===== config.mk =====
export PLATFORM = sky130hd
export DESIGN_NAME = cpu_bus_controller
export DESIGN_NICKNAME = d
export VERILOG_FILES = /design/src/rtl/cpu_bus_controller.sv
export SDC_FILE = /design/constraint.sdc
export NUM_CORES = 1
export LEC_CHECK = 0
export CORE_ASPECT_RATIO = 1.1
export CORE_MARGIN = 8
export CORE_UTILIZATION = 40
export CTS_BUF_LIST = sky130_fd_sc_hd__clkbuf_4 sky130_fd_sc_hd__clkbuf_8
export DETAILED_ROUTE_END_ITERATION = 10
export GPL_TIMING_DRIVEN = 0
export PLACE_DENSITY = 0.72
export SLEW_MARGIN = 10
export SYNTH_ARGS = -nofsm -noshare
export SYNTH_HDL_FRONTEND = slang
export SYNTH_SLANG_ARGS = --single-unit

===== constraint.sdc =====
create_clock -name MCLK -period 2.3 [get_ports MCLK]
set_input_delay 0.46 -clock MCLK [delete_from_list [all_inputs] [get_ports MCLK]]
set_output_delay 0.46 -clock MCLK [all_outputs]
set_load 0.02 [all_outputs]

===== src/rtl/cpu_bus_controller.sv =====
// cpu_bus_controller
// Bus-cycle controller between a 68000 CPU and board PROM/SRAM.
//   - Generates CPUCLK = MCLK/2.
//   - Registers the CPU strobes and A23..A20, then decodes each bus cycle
//     onto active-low PROM/SRAM byte chip selects.
//   - Inserts per-region wait states before DTACK_N.
//   - Ends unmapped cycles and PROM writes with BERR_N after a timeout.
//   - Single-step: with STEPEN high, DTACK_N is held off until a debounced
//     STEP press.
// Ports:
//   MCLK, RESET_N           clock, async active-low reset
//   AS_N, UDS_N, LDS_N, RW  CPU bus strobes and direction
//   A[3:0]                  CPU address bits A23..A20
//   STEP, STEPEN            raw step button, step-mode enable
//   CPUCLK                  CPU clock
//   SRAMCS0/1, PROMCS0/1    byte chip selects, active low (0 = upper, 1 = lower)
//   DTACK_N, BERR_N         cycle termination, active low
//   RUN                     1 = CPU not held in step
// All outputs are registered.
module cpu_bus_controller #(
  parameter int unsigned PROM_WAIT    = 2,
  parameter int unsigned SRAM_WAIT    = 0,
  parameter int unsigned BERR_TIMEOUT = 64,
  parameter int unsigned DEBOUNCE     = 16
) (
  input  logic       MCLK,
  input  logic       RESET_N,
  input  logic       AS_N,
  input  logic       UDS_N,
  input  logic       LDS_N,
  input  logic       RW,
  input  logic [3:0] A,
  input  logic       STEP,
  input  logic       STEPEN,
  output logic       CPUCLK,
  output logic       SRAMCS0,
  output logic       SRAMCS1,
  output logic       PROMCS0,
  output logic       PROMCS1,
  output logic       DTACK_N,
  output logic       BERR_N,
  output logic       RUN
);

  localparam int unsigned CW = 8;
  localparam logic [CW-1:0] PROM_N  = CW'(PROM_WAIT);
  localparam logic [CW-1:0] SRAM_N  = CW'(SRAM_WAIT);
  localparam logic [CW-1:0] BERR_N_CYC = CW'(BERR_TIMEOUT);
  localparam logic [CW-1:0] DEB_N   = CW'(DEBOUNCE);

  typedef enum logic [2:0] {
    S_IDLE,
    S_DECODE,
    S_WAIT,
    S_STEPHOLD,
    S_ACK,
    S_TIMEOUT,
    S_BERRS
  } state_e;

  // Registered CPU bus inputs
  logic          as_q, uds_q, lds_q, rw_q;
  logic [3:0]    a_q;

  // FSM and counters
  state_e        state_q, state_d;
  logic [CW-1:0] cnt_q, cnt_d;

  // STEP synchronizer and debouncer
  logic          sync1_q, sync2_q;
  logic [CW-1:0] db_cnt_q, db_cnt_d;
  logic          step_lvl_q, step_lvl_d;
  logic          step_pulse_q, step_pulse_d;

  // Registered outputs
  logic          cpuclk_q, cpuclk_d;
  logic          sramcs0_q, sramcs0_d;
  logic          sramcs1_q, sramcs1_d;
  logic          promcs0_q, promcs0_d;
  logic          promcs1_q, promcs1_d;
  logic          dtack_n_q, dtack_n_d;
  logic          berr_n_q, berr_n_d;
  logic          run_q, run_d;

  // Decode helpers
  logic          is_prom, is_sram, mapped, cs_active;
  logic [CW-1:0] region_wait;
  state_e        ack_or_hold;

  // Region decode; a PROM write counts as unmapped
  always_comb begin
    is_prom     = (a_q == 4'h0) && rw_q;
    is_sram     = (a_q == 4'h1);
    mapped      = is_prom || is_sram;
    region_wait = is_prom ? PROM_N : SRAM_N;
    ack_or_hold = STEPEN ? S_STEPHOLD : S_ACK;
  end

  // STEP debounce: accept a new level after DEBOUNCE consecutive differing samples
  always_comb begin
    db_cnt_d     = '0;
    step_lvl_d   = step_lvl_q;
    step_pulse_d = 1'b0;
    if (sync2_q != step_lvl_q) begin
      if (db_cnt_q + CW'(1) >= DEB_N) begin
        step_lvl_d   = sync2_q;
        step_pulse_d = sync2_q;
      end else begin
        db_cnt_d = db_cnt_q + CW'(1);
      end
    end
  end

  // Bus-cycle FSM next state
  always_comb begin
    state_d = state_q;
    cnt_d   = cnt_q;
    case (state_q)
      S_IDLE: begin
        if (!as_q) state_d = S_DECODE;
      end
      S_DECODE: begin
        if (as_q) begin
          state_d = S_IDLE;
        end else if (!mapped) begin
          // TIMEOUT leaves on the edge its count reaches 0, so BERR_N
          // lands BERR_TIMEOUT edges after DECODE.
          if (BERR_N_CYC <= CW'(1)) begin
            state_d = S_BERRS;
          end else begin
            state_d = S_TIMEOUT;
            cnt_d   = BERR_N_CYC - CW'(1);
          end
        end else if (region_wait <= CW'(1)) begin
          // One wait state is already covered by the DECODE cycle
          state_d = ack_or_hold;
        end else begin
          state_d = S_WAIT;
          cnt_d   = region_wait - CW'(1);
        end
      end
      S_WAIT: begin
        if (as_q) begin
          state_d = S_IDLE;
        end else if (cnt_q <= CW'(1)) begin
          state_d = ack_or_hold;
          cnt_d   = '0;
        end else begin
          cnt_d = cnt_q - CW'(1);
        end
      end
      S_STEPHOLD: begin
        if (as_q) begin
          state_d = S_IDLE;
        end else if (step_pulse_q || !STEPEN) begin
          state_d = S_ACK;
        end
      end
      S_ACK: begin
        if (as_q) state_d = S_IDLE;
      end
      S_TIMEOUT: begin
        if (as_q) begin
          state_d = S_IDLE;
          cnt_d   = '0;
        end else if (cnt_q <= CW'(1)) begin
          state_d = S_BERRS;
          cnt_d   = '0;
        end else begin
          cnt_d = cnt_q - CW'(1);
        end
      end
      S_BERRS: begin
        if (as_q) state_d = S_IDLE;
      end
      default: begin
        state_d = S_IDLE;
        cnt_d   = '0;
      end
    endcase
  end

  // Outputs follow the next state so they change on the same edge as the FSM
  always_comb begin
    cpuclk_d  = ~cpuclk_q;
    cs_active = mapped && ((state_d == S_DECODE) || (state_d == S_WAIT) ||
                           (state_d == S_STEPHOLD) || (state_d == S_ACK));
    promcs0_d = !(cs_active && is_prom && !uds_q);
    promcs1_d = !(cs_active && is_prom && !lds_q);
    sramcs0_d = !(cs_active && is_sram && !uds_q);
    sramcs1_d = !(cs_active && is_sram && !lds_q);
    dtack_n_d = (state_d != S_ACK);
    berr_n_d  = (state_d != S_BERRS);
    run_d     = (state_d != S_STEPHOLD);
  end

  // State, input and output registers
  always_ff @(posedge MCLK or negedge RESET_N) begin
    if (!RESET_N) begin
      as_q         <= 1'b1;
      uds_q        <= 1'b1;
      lds_q        <= 1'b1;
      rw_q         <= 1'b1;
      a_q          <= '0;
      state_q      <= S_IDLE;
      cnt_q        <= '0;
      sync1_q      <= 1'b0;
      sync2_q      <= 1'b0;
      db_cnt_q     <= '0;
      step_lvl_q   <= 1'b0;
      step_pulse_q <= 1'b0;
      cpuclk_q     <= 1'b0;
      sramcs0_q    <= 1'b1;
      sramcs1_q    <= 1'b1;
      promcs0_q    <= 1'b1;
      promcs1_q    <= 1'b1;
      dtack_n_q    <= 1'b1;
      berr_n_q     <= 1'b1;
      run_q        <= 1'b1;
    end else begin
      as_q         <= AS_N;
      uds_q        <= UDS_N;
      lds_q        <= LDS_N;
      rw_q         <= RW;
      a_q          <= A;
      state_q      <= state_d;
      cnt_q        <= cnt_d;
      sync1_q      <= STEP;
      sync2_q      <= sync1_q;
      db_cnt_q     <= db_cnt_d;
      step_lvl_q   <= step_lvl_d;
      step_pulse_q <= step_pulse_d;
      cpuclk_q     <= cpuclk_d;
      sramcs0_q    <= sramcs0_d;
      sramcs1_q    <= sramcs1_d;
      promcs0_q    <= promcs0_d;
      promcs1_q    <= promcs1_d;
      dtack_n_q    <= dtack_n_d;
      berr_n_q     <= berr_n_d;
      run_q        <= run_d;
    end
  end

  assign CPUCLK  = cpuclk_q;
  assign SRAMCS0 = sramcs0_q;
  assign SRAMCS1 = sramcs1_q;
  assign PROMCS0 = promcs0_q;
  assign PROMCS1 = promcs1_q;
  assign DTACK_N = dtack_n_q;
  assign BERR_N  = berr_n_q;
  assign RUN     = run_q;

endmodule

==> metrics.yaml <==
place:
  portBuffers: 19
  placedInstanceArea_um2: 2172
  routabilityCongestion: 0.8606
  dpl.cell_count: 252
  place_hpwl_mm: 2.809
  dp_slack_ps: -106.1
timing:
  hold_viol: 0
  timing.hold.ws_ps: 252.8
  rsz0062_at_grt: "no"
  fmax_mhz: 474.3
  fin_tns_setup_ps: 0
  period_share: 0.9167
  finalSetupViolations: 0
  finClkSkew_ps: 12.25
  slew_viol_final: 0
  setup_ws_ps: 191.6
  slew_headroom: 0.4582
  period_needed_ps: 2108
  worst_slew_pin_slew_ps: 812.8
critical_path:
  startpoint_type: "primary input"
  cp-endpoint: "SRAMCS1"
  critical_path_class: "primary input to flop"
  worst_ep_required_time_ps: 2510
  endpoint_kind: "flop"
  startpoint: "STEPEN"
  r2r-start: "cnt_q[3]"
  r2r_setup_slack_ps: 330
  reg2reg_depth: 4
  critPathArrivalTime_ps: 2310
  path_max_fanout: 7
  r2r_end: "cnt_q[7]"
floorplan:
  core_area_um2: 4619
  die_h_um: 88.39
  io_pins: 20
  die_area_um2: 7231
  initial_core_util: 0.4125
  fp.dieW_um: 81.81
  num_rows: 26
global_routing:
  grt_max_degree: 40
  grt_pass1_wl_mm: 6.713
  antenna_found_initial: 0
  gr-total-overflow: 0
  grtUsageTotal: 0.1179
  grt_pass1_vias: 1465
synth:
  synthXorXnorAreaFrac: 0.01838
  ys_top_cells_by_count: "dfrtp_1, nand2_1, o21ai_0, dfstp_2, nor3_1"
  synth-compound-area-share: 0.1740
  synth_fa_ha_area_frac: 0.01970
  synth_top_area_frac: 0.3677
  synth_top_family_by_area: "simple AND/OR/NAND/NOR gates"
  yosys_warnings: 0
  synth-simple-area-share: 0.2416
  synthCells: 174
  ys_seq_elements: 39
  mappedNetlistArea_um2: 1906
  synth.distinct_cells: 57
  seq_area_frac_synth: 0.5194
  synth_flop_cell: "dfrtp_1"
  synthMuxAreaShare: 0.005909
  async_flop_share: 1.000
  synth_edf_count: 0
  synth_area_leaders: "dfrtp_1, dfstp_2, o21ai_0"
  synth_top_cell_by_area: "dfrtp_1"
  synth_most_common_cell: "dfrtp_1"
  syn_avg_cell_area_um2: 10.95
power:
  p_leak_nw: 0.8844
  fin_total_pwr_mw: 1.978
  powerDensity_nw_per_um2: 874.7
  peakVddDrop_mv: 0.5468
clock_network:
  cts_buffers: 5
  numClockSinks: 39
  cts_root_buf: "clkbuf_8"
  cts_hold_buffers: 0
  clk_latency_ps: 300
  cts_setup_buffers: 0
  cts_tree: "done"
  ctsResizeCount: 0
  clock_path_buffers: 2
  clk_pin_slew_ps: 80
  cts.htree.levels: 2
run:
  drv_cap: 0
final_layout:
  final_cells: 260
  fin_nets: 218
  fin_util: 0.4894
  fill_cells: 439
  layout-drive-gt1-share: 0.1814
  final-seq-area_um2: 989.7
  fin_area_um2: 2261
  diodes: 0
  area_growth_pct: 18.65
  multiInputGateArea_um2: 890.9
drt:
  routed_wirelength_mm: 3.880
  vias: 1438
  viasPerCell: 5.531
  drc_errors: 0
  ant_nets: 0
  routedWlPerCell_um: 14.92
  drt_iter0_markers: 113
  drt_pass1_iterations: 4
hold_path:
  min_path_type: "primary input to asynchronous set/reset pin"
outcome:
  status: "complete, no violations"
-- sequential cells by signal (all words and copies together), names as in the netlist --
signal	cells
sync2_q	1
db_cnt_q	8
lds_q	1
sync1_q	1
as_q	1
PROMCS0	1
SRAMCS0	1
step_pulse_q	1
RUN	1
SRAMCS1	1
rw_q	1
cnt_q	8
CPUCLK	1
DTACK_N	1
PROMCS1	1
step_lvl_q	1
BERR_N	1
state_q	3
a_q	4
uds_q	1
-- per-layer routing --
metal  up-vias  part of all wire  GRT usage
met3         5             0.047    0.03354
li1        700                 -          -
met2        22              0.51     0.2055
met4         0             0.012    0.03834
met1       711              0.43     0.1341
met5         -                 0          0
-- power breakdown --
| part | switching, mW | internal [mW] | leakage (nW) |
|---|---|---|---|
| Sequential | 0.0995 | 0.766 | 0.467 |
| Combinational | 0.380 | 0.266 | 0.373 |
| Clock | 0.243 | 0.224 | 0.0446 |
-- cells by family after synthesis --
| family | Yosys count |
|---|---|
| simple gates | 71 |
| other cells | 1 |
| fa+ha+maj | 3 |
| buf+inv | 9 |
| flops | 39 |
| xor+xnor | 4 |
| compound gates | 46 |
| mux | 1 |
-- cells in the final DEF (no fill, tap or decap), types with 3 or more instances in the layout --
cell | netlist | layout
dfrtp_1 | 28 | 28
clkdlybuf4s50_1 | 0 | 18
nand2_1 | 13 | 13
o21ai_0 | 12 | 12
dfstp_2 | 11 | 11
nor3_1 | 11 | 11
nor2_1 | 9 | 9
inv_1 | 5 | 5
nand3_1 | 5 | 5
clkbuf_8 | 0 | 5
conb_1 | 1 | 4
buf_2 | 2 | 3
a21oi_1 | 3 | 3
nor2b_1 | 3 | 3
nand3b_1 | 3 | 3
a21o_1 | 3 | 3
o21a_1 | 3 | 3
a32o_1 | 3 | 3
ha_1 | 3 | 3
-- worst max-delay path: stages --
cell and delay, ps:
clkdlybuf4s50_1 510, and2_1 220, or4b_1 550, a211oi_2 280
a21o_1 180, nand4_1 110
-- area by class of cell --
type,count,share of cell area
clock inverter,2,0.005534
tap,56,0.03099
buffer,4,0.007748
timing repair buffer,19,0.08190
sequential,39,0.4377
clock buffer,6,0.03376
multi-input combinational,129,0.3940
inverter,5,0.008301
-- worst min-delay path by stage --
stage / startpoint / endpoint / slack, ps / depth (start not counted)
3_3_place_gp: sync1_q / sync2_q / 340 / 0
4_1_cts: RESET_N / db_cnt_q[3] / 280 / 1
2_1_floorplan: RESET_N / CPUCLK / 160 / 0
5_1_grt: RESET_N / state_q[2] / 350 / 1
3_5_place_dp: sync1_q / sync2_q / 340 / 0
6_report: RESET_N / state_q[2] / 250 / 1
Note: power is estimated with default switching activity, not from simulation.
